==> config.mk <==
export PLATFORM = sky130hd
export DESIGN_NAME = uart_rx_flat
export DESIGN_NICKNAME = d
export VERILOG_FILES = /design/src/rtl/uart_rx_if.sv /design/src/rtl/uart_rx.sv /design/src/flat_wrapper.sv
export SDC_FILE = /design/constraint.sdc
export NUM_CORES = 1
export LEC_CHECK = 0
export BUFFER_PORTS_ARGS = -buffer_cell sky130_fd_sc_hd__buf_2
export CAP_MARGIN = 20
export CORE_ASPECT_RATIO = 1.2
export CORE_MARGIN = 2
export CORE_UTILIZATION = 44
export CTS_CLUSTER_DIAMETER = 100
export CTS_CLUSTER_SIZE = 24
export DETAILED_ROUTE_END_ITERATION = 7
export SLEW_MARGIN = 20
export SYNTH_ARGS = -nofsm -noshare
export SYNTH_HDL_FRONTEND = slang
export SYNTH_SLANG_ARGS = --single-unit
==> constraint.sdc <==
create_clock -name clk -period 2.5 [get_ports clk]
set_input_delay 0.5 -clock clk [delete_from_list [all_inputs] [get_ports clk]]
set_output_delay 0.5 -clock clk [all_outputs]
set_load 0.02 [all_outputs]
==> src/rtl/uart_rx_if.sv <==
// uart_rx_if: receive-side byte handshake and status bundle driven by uart_rx.
interface uart_rx_if #(parameter int DATA_BITS = 8);
   logic [DATA_BITS-1:0] data;
   logic                 valid;
   logic                 ready;
   logic                 frame_err;
   logic                 overrun;
   logic                 busy;
   modport master (output data, valid, frame_err, overrun, busy, input ready);
   modport slave  (input data, valid, frame_err, overrun, busy, output ready);
endinterface

==> src/rtl/uart_rx.sv <==
// uart_rx: oversampled mid-bit UART receiver (start, MSB-first data, stop) with one-entry valid/ready output.
// Define UART_RX_MAJORITY_EN for 3-sample majority voting per bit (decisions one clock later).
module uart_rx #(
   parameter int CLKS_PER_BIT = 16,
   parameter int DATA_BITS    = 8
) (
   input  logic     clk,
   input  logic     rst_n,
   input  logic     din,
   uart_rx_if.master rx
);
   localparam int TW = $clog2(CLKS_PER_BIT);
   localparam int BW = $clog2(DATA_BITS);
   localparam logic [TW-1:0] MID      = TW'(CLKS_PER_BIT/2-1);
   localparam logic [TW-1:0] LAST     = TW'(CLKS_PER_BIT-1);
   localparam logic [BW-1:0] LAST_BIT = BW'(DATA_BITS-1);
   typedef enum logic [2:0] {IDLE, START, DATA, STOP, WAIT_HI} state_t;
   state_t               state_q, state_d;
   logic                 sync_q, rx_s_q;
   logic [TW-1:0]        timer_q, timer_d;
   logic [BW-1:0]        bit_q, bit_d;
   logic [DATA_BITS-1:0] shift_q, shift_d, data_q, data_d;
   logic                 valid_q, valid_d, frame_err_q, frame_err_d, overrun_q, overrun_d, busy_q, busy_d;
   logic                 samp, start_tick, bit_tick;
   logic [TW-1:0]        timer_start;
`ifdef UART_RX_MAJORITY_EN
   logic s1_q, s2_q;
   // Vote over ref-1/ref/ref+1; timer restarts at 1 so later refs stay aligned with the unvoted timing.
   assign samp        = (s2_q & s1_q) | (s2_q & rx_s_q) | (s1_q & rx_s_q);
   assign start_tick  = timer_q == MID + TW'(1);
   assign bit_tick    = timer_q == '0;
   assign timer_start = TW'(1);
   always_ff @(posedge clk or negedge rst_n)
      if (!rst_n) begin
         s1_q <= 1'b1;
         s2_q <= 1'b1;
      end else begin
         s1_q <= rx_s_q;
         s2_q <= s1_q;
      end
`else
   assign samp        = rx_s_q;
   assign start_tick  = timer_q == MID;
   assign bit_tick    = timer_q == LAST;
   assign timer_start = '0;
`endif
   always_comb begin
      state_d     = state_q;
      timer_d     = (timer_q == LAST) ? '0 : timer_q + TW'(1);
      bit_d       = bit_q;
      shift_d     = shift_q;
      data_d      = data_q;
      valid_d     = valid_q && !rx.ready;
      frame_err_d = 1'b0;
      overrun_d   = 1'b0;
      case (state_q)
         IDLE: begin
            timer_d = '0;
            state_d = rx_s_q ? IDLE : START;
         end
         START: if (start_tick) begin
            state_d = samp ? IDLE : DATA;
            timer_d = timer_start;
            bit_d   = '0;
         end
         DATA: if (bit_tick) begin
            shift_d = {shift_q[DATA_BITS-2:0], samp};
            bit_d   = bit_q + BW'(1);
            state_d = (bit_q == LAST_BIT) ? STOP : DATA;
         end
         STOP: if (bit_tick) begin
            state_d     = samp ? IDLE : WAIT_HI;
            frame_err_d = !samp;
            // A same-cycle consume frees the slot, so the new byte loads instead of overrunning.
            if (samp && (!valid_q || rx.ready)) begin
               data_d  = shift_q;
               valid_d = 1'b1;
            end
            overrun_d = samp && valid_q && !rx.ready;
         end
         WAIT_HI: state_d = rx_s_q ? IDLE : WAIT_HI;
         default: state_d = IDLE;
      endcase
      busy_d = state_d != IDLE;
   end
   always_ff @(posedge clk or negedge rst_n)
      if (!rst_n) begin
         state_q     <= IDLE;
         sync_q      <= 1'b1;
         rx_s_q      <= 1'b1;
         timer_q     <= '0;
         bit_q       <= '0;
         shift_q     <= '0;
         data_q      <= '0;
         valid_q     <= 1'b0;
         frame_err_q <= 1'b0;
         overrun_q   <= 1'b0;
         busy_q      <= 1'b0;
      end else begin
         state_q     <= state_d;
         sync_q      <= din;
         rx_s_q      <= sync_q;
         timer_q     <= timer_d;
         bit_q       <= bit_d;
         shift_q     <= shift_d;
         data_q      <= data_d;
         valid_q     <= valid_d;
         frame_err_q <= frame_err_d;
         overrun_q   <= overrun_d;
         busy_q      <= busy_d;
      end
   assign rx.data      = data_q;
   assign rx.valid     = valid_q;
   assign rx.frame_err = frame_err_q;
   assign rx.overrun   = overrun_q;
   assign rx.busy      = busy_q;
endmodule

==> src/flat_wrapper.sv <==
// flat-port wrapper written by rule: the top's interface ports become plain ports
module uart_rx_flat 
#(
   parameter int CLKS_PER_BIT = 16,
   parameter int DATA_BITS    = 8
)
  (clk, rst_n, din, rx_data, rx_valid, rx_frame_err, rx_overrun, rx_busy, rx_ready);
  uart_rx_if #(.DATA_BITS(DATA_BITS)) rx_i ();
  input  logic clk;
  input  logic rst_n;
  input  logic din;
  output wire logic [$bits(rx_i.data)-1:0] rx_data;
  output wire logic [$bits(rx_i.valid)-1:0] rx_valid;
  output wire logic [$bits(rx_i.frame_err)-1:0] rx_frame_err;
  output wire logic [$bits(rx_i.overrun)-1:0] rx_overrun;
  output wire logic [$bits(rx_i.busy)-1:0] rx_busy;
  input wire logic [$bits(rx_i.ready)-1:0] rx_ready;
  assign rx_data = rx_i.data;
  assign rx_valid = rx_i.valid;
  assign rx_frame_err = rx_i.frame_err;
  assign rx_overrun = rx_i.overrun;
  assign rx_busy = rx_i.busy;
  assign rx_i.ready = rx_ready;
  uart_rx #(.CLKS_PER_BIT(CLKS_PER_BIT), .DATA_BITS(DATA_BITS)) u_core (.clk(clk), .rst_n(rst_n), .din(din), .rx(rx_i));
endmodule
# Word-level counts from Yosys, hierarchy flattened
# Cells that the tools add are included.
# W data, S select, Z words.
op_classes:
  reduce_logical: 14
  addsub: 2
  eq_ne: 9
  muxes: 21
ops:
  columns: ["cell", "count"]
  rows:
  - ["$mux W3", 6]
  - ["$pmux W3 S5", 1]
  - ["$mux W1", 9]
  - ["$mux W4", 2]
  - ["$pmux W4 S2", 1]
  - ["$eq A3 B2 Y1 const B", 2]
  - ["$eq A3 B3 Y1 const B", 2]
  - ["$pmux W3 S2", 1]
  - ["$reduce_and A3 Y1", 2]
  - ["$add A4 B1 Y4 const B", 1]
  - ["$eq A4 B3 Y1 const B", 1]
  - ["$eq A4 B4 Y1 const B", 1]
  - ["$logic_and A1 B1 Y1", 4]
  - ["$ne A2 B1 Y1 const B", 2]
  - ["$add A3 B1 Y3 const B", 1]
  - ["$eq A3 B1 Y1 const B", 1]
  - ["$logic_not A1 Y1", 3]
  - ["$logic_not A3 Y1", 1]
  - ["$reduce_bool A3 Y1", 1]
  - ["$mux W2", 1]
  - ["$reduce_and A2 Y1", 1]
  - ["$reduce_bool A2 Y1", 1]
  - ["$logic_or A1 B1 Y1", 1]
word_totals:
  wordCells: 57
  reg_bits: 32
  input_bits: 4

# Logic depth before layout (Yosys ltp)
logic_depth:
  depth_word: 6
  depth_mapped: 6
  depth_no_buf: 6

# Least setup slack after synthesis
# No wires, ideal clock.
synth_timing:
  path_type: "register to register"
  from: "register u_core.timer_q[0]"
  to: "register u_core.data_q[0], in the netlist u_core.rx.data[0]"
  setup_time_ps: 125
  n_path_buf: 1
  stages_incl_launch_ff: 7
  arrival_ps: 1598
  t_required_ps: 2375
  slack_ps: 777
  synth_period_minus_slack_ps: 1723
  path_cell_list: "dfrtp_1 > ha_1 > and4_1 > nor2b_4 > and3_1 > buf_4 > mux2_4"
synth_between:
  elab_chain_cells: 2
synth_lines:
  columns: ["item", "line_no", "rtl"]
  rows:
  - ["from (decl)", "uart_rx.sv:20", "logic [TW-1:0] timer_q, timer_d;"]
  - ["from (signal assigned)", "uart_rx.sv:103", "timer_q <= timer_d;"]
  - ["$eq A4 B4 Y1", "uart_rx.sv:44", "assign bit_tick = timer_q == LAST;"]
  - ["$reduce_and A3 Y1 (no line)", null, null]
  - ["to (signal assigned)", "uart_rx.sv:106", "data_q <= data_d;"]
  - ["to (decl)", "uart_rx.sv:22", "logic [DATA_BITS-1:0] shift_q, shift_d, data_q, data_d;"]
# No other way between the ends.
# A chain may end at the register's enable or synchronous reset.

# Worst setup path in the final report
layout_timing:
  from: "register u_core.timer_q[0]"
  to: "register u_core.data_q[3], in the netlist u_core.rx.data[3]"
# Same word-level chain as after synthesis.

==> flow_summary.yaml <==
routing:
  vias: 906
  vias_per_cell: 5.237
  dr_wl_met3_um: 88
  totalWireLength_mm: 2.266
  drt_iter0_drc: 20
  top_layer: "met4"
  dr.pass1.iters: 4
  drt-met1-wl_mm: 1.043
  wl_met2_mm: 1.075
  postRouteAntennaNets: 0
  wl_per_cell_um: 13.10
  drc_errors: 0
cells_and_area:
  syn2layout_area_growth_pct: 10.52
  final_cell_area_sq_um: 1551
  seq_area_sq_um: 803.3
  antennaDiodeCount: 0
  fill_cells: 268
  multi_input_area_sq_um: 559.3
  drive_gt1_frac: 0.2847
  finalNetCount: 144
logic_synthesis:
  yosysWarnings: 0
  yosys_register_bits: 32
  muxShareOfSynthArea: 0.1070
  syn_avg_cell_area_sq_um: 11.60
  synth_top_family_by_area: "simple AND/OR/NAND/NOR gates"
  netlist_area_sq_um: 1404
  synthSimpleGateAreaFrac: 0.1952
  synth_compound_area_frac: 0.06328
  syn_nets: 128
  synthCells: 121
  synth-seq-area-share: 0.5722
  synth-adder-area-share: 0.02674
  synth_xor_area_frac: 0.006239
  yosysUniqueCellTypes: 38
global_routing:
  grt_usage: 0.1468
  overflow: 0
  grt_pass1_vias: 934
  grt_max_degree: 33
  grt_pass1_wl_mm: 4.091
  antenna_found_initial: 0
worst_setup_path:
  end_kind: "flip-flop"
  cp.arrival_ps: 2240
  r2r_cells: 5
  worstPathRequired_ps: 2720
  slowest_stage: "and3_1"
  cp.buffers_inverters: 0
  crit_path_max_incr_delay_ps: 470
  r2r_end: "u_core.rx.data[3]"
  crit_chain: "ha_1 -> and4_1 -> nor2b_4 -> and3_1 -> mux2_4"
  reg2reg_slack_ps: 480
  critPathMaxFanout: 8
  critPathLaunchType: "flip-flop"
  worst-setup-path-type: "flip-flop to flip-flop"
  rr_startpoint: "u_core.timer_q[0]"
  critPathTopFamily: "simple AND/OR/NAND/NOR gates"
floorplanning:
  io_pins: 16
  fp.dieW_um: 55.57
  rows: 22
  dieArea_sq_um: 3660
  start_util: 0.4595
  coreArea_sq_um: 3055
  die_h_um: 65.88
power_and_ir_drop:
  ir_drop_mv: 0.5456
  leakage_nw: 0.7988
  p_sw_uw: 399.6
  p_clk_frac: 0.260
  seqPwrFrac: 0.537
  power_frac_comb: 0.203
  power.internal_uw: 855.3
  switching_share: 0.3184
  p_per_area_nw_per_um2: 808.8
clocking:
  insertion_delay_ps: 330
  clock-sinks: 32
  cts_max_level: 2
  clk_path_buf_depth: 2
  cts_made_buffers: 5
  clock-root-buffer: "clkbuf_4"
  cts_resized: 0
  cts_tree: "done"
  hold_buffers: 0
  cts.reportedPaths.clkPinSlew_ps: 100
  cts_setup_buffers: 0
timing:
  hold_ws_ps: 212.2
  finalMaxSlewViolations: 0
  finalSetupTns_ps: 0
  fin_crit_ps: 2022
  finalSetupViolations: 0
  final.setup_skew_ps: 7.339
  rsz0062_at_grt: "no"
  tightestPinTransition_ps: 702.3
  hold_violations: 0
  fmax_ghz: 0.4945
  slew_headroom: 0.5318
  finalCritPeriodShare: 0.8089
placement:
  port_buffers: 15
  dp_hpwl_mm: 1.608
  gp_congestion: 0.7761
  placedInstanceArea_sq_um: 1486
outcome:
  outcome: "finished, final reports clean"
job:
  cap_violations: 0
hold_path:
  hp-class: "primary input to async pin"
## power by group through the flow
| stage | Clock (mW) | Combinational, mW | Sequential [mW] |
|---|---|---|---|
| 2_1_floorplan | 0 | 0.260 | 0.629 |
| 3_3_place_gp | 0 | 0.252 | 0.678 |
| 3_5_place_dp | 0 | 0.258 | 0.680 |
| 4_1_cts | 0.339 | 0.259 | 0.672 |
| 5_1_grt | 0.365 | 0.290 | 0.689 |
| 6_report | 0.327 | 0.255 | 0.674 |
## cell usage in the layout, fill, tap and decap left out, types with 2 or more instances in the layout
master    Yosys  final
dfrtp_1      30     30
nand2_1      27     27
buf_2         3     15
mux2_4        8      8
nor2_1        5      5
clkbuf_4      0      5
mux2i_1       3      3
nand2b_1      3      3
nor3_1        3      3
ha_1          3      3
nor2b_1       2      2
o21ai_1       2      2
o21ai_0       2      2
and2_1        2      2
a21oi_1       2      2
a22o_1        2      2
clkbuf_8      0      2
dfstp_2       2      2
## per-stage QoR
stage / power [mW] / setup WS, ps / instances / utilization
floorplan: 0.8893 / 776.7 / 121 / -
global placement: 0.9298 / 546.1 / 166 / 0.4865
detailed placement: 0.9381 / 494.4 / 166 / 0.4865
CTS: 1.271 / 469.3 / 173 / 0.5078
global route: 1.344 / 329.3 / 173 / 0.5078
finish: 1.255 / 477.8 / 173 / 0.5078
## Yosys cell counts, drive strengths merged
master | count | area share
a31oi | 1 | 0.0045
and2 | 2 | 0.0089
nor3 | 4 | 0.018
mux2 | 8 | 0.086
a21oi | 2 | 0.0071
dfstp | 2 | 0.037
ha | 3 | 0.027
xnor2 | 1 | 0.0062
nand3 | 1 | 0.0036
nor2b | 3 | 0.019
or3 | 2 | 0.0098
and4 | 1 | 0.0062
or2 | 1 | 0.0045
and3 | 1 | 0.0045
buf | 5 | 0.024
a21o | 1 | 0.0062
o221ai | 1 | 0.0062
inv | 1 | 0.0027
a311oi | 1 | 0.0062
mux2i | 3 | 0.021
nand2 | 28 | 0.077
nor2 | 5 | 0.013
a41oi | 1 | 0.0062
or4 | 1 | 0.0053
nor4b | 1 | 0.0062
clkbuf | 1 | 0.0027
dfrtp | 30 | 0.53
a22o | 2 | 0.012
nand2b | 4 | 0.020
o21ai | 4 | 0.014
## cell type report
cell class,count,area share
multi-input combinational,82,0.3605
inverter,1,0.002419
sequential,32,0.5177
clock buffer,7,0.04194
timing repair buffer,15,0.04839
tap,36,0.02903
## worst reg2reg max path, cell delays in order (launching register included)
cell and delay (ps):
dfrtp_1 390, ha_1 300, and4_1 250, nor2b_4 160
and3_1 470, mux2_4 340
## worst max path at each step
stage,startpoint,endpoint,cells after the start
6_report,u_core.timer_q[0],u_core.rx.data[3],5
5_1_grt,u_core.timer_q[0],u_core.rx.data[1],5
4_1_cts,u_core.timer_q[0],u_core.rx.data[2],5
3_5_place_dp,u_core.timer_q[0],u_core.rx.data[2],5
3_3_place_gp,u_core.timer_q[0],u_core.rx.data[1],5
2_1_floorplan,u_core.timer_q[0],u_core.rx.data[0],6
## state kept, by name (all words and copies together), names as in the netlist
| register | count |
|---|---|
| u_core.bit_q | 3 |
| u_core.rx.busy | 1 |
| u_core.rx.data | 8 |
| u_core.rx.frame_err | 1 |
| u_core.rx.overrun | 1 |
| u_core.rx.valid | 1 |
| u_core.rx_s_q | 1 |
| u_core.shift_q | 8 |
| u_core.state_q | 3 |
| u_core.sync_q | 1 |
| u_core.timer_q | 4 |
## routing by layer
layer / track usage / up-vias
met3: 0.04892 / 7
met2: 0.2381 / 15
met4: 0.09146 / 0
li1: - / 444
met5: 0 / -
met1: 0.1671 / 440
## logic make-up (layout without fill, tap and decap cells)
family | after synthesis | after routing
buffers and inverters | 7 | 23
AND/OR/NAND/NOR | 54 | 54
XOR/XNOR | 1 | 1
flip-flops | 32 | 32
adder cells (fa/ha/maj) | 3 | 3
multiplexers | 11 | 11
AO/OA/AOI/OAI | 13 | 13
(Power assumes the default switching activity.)
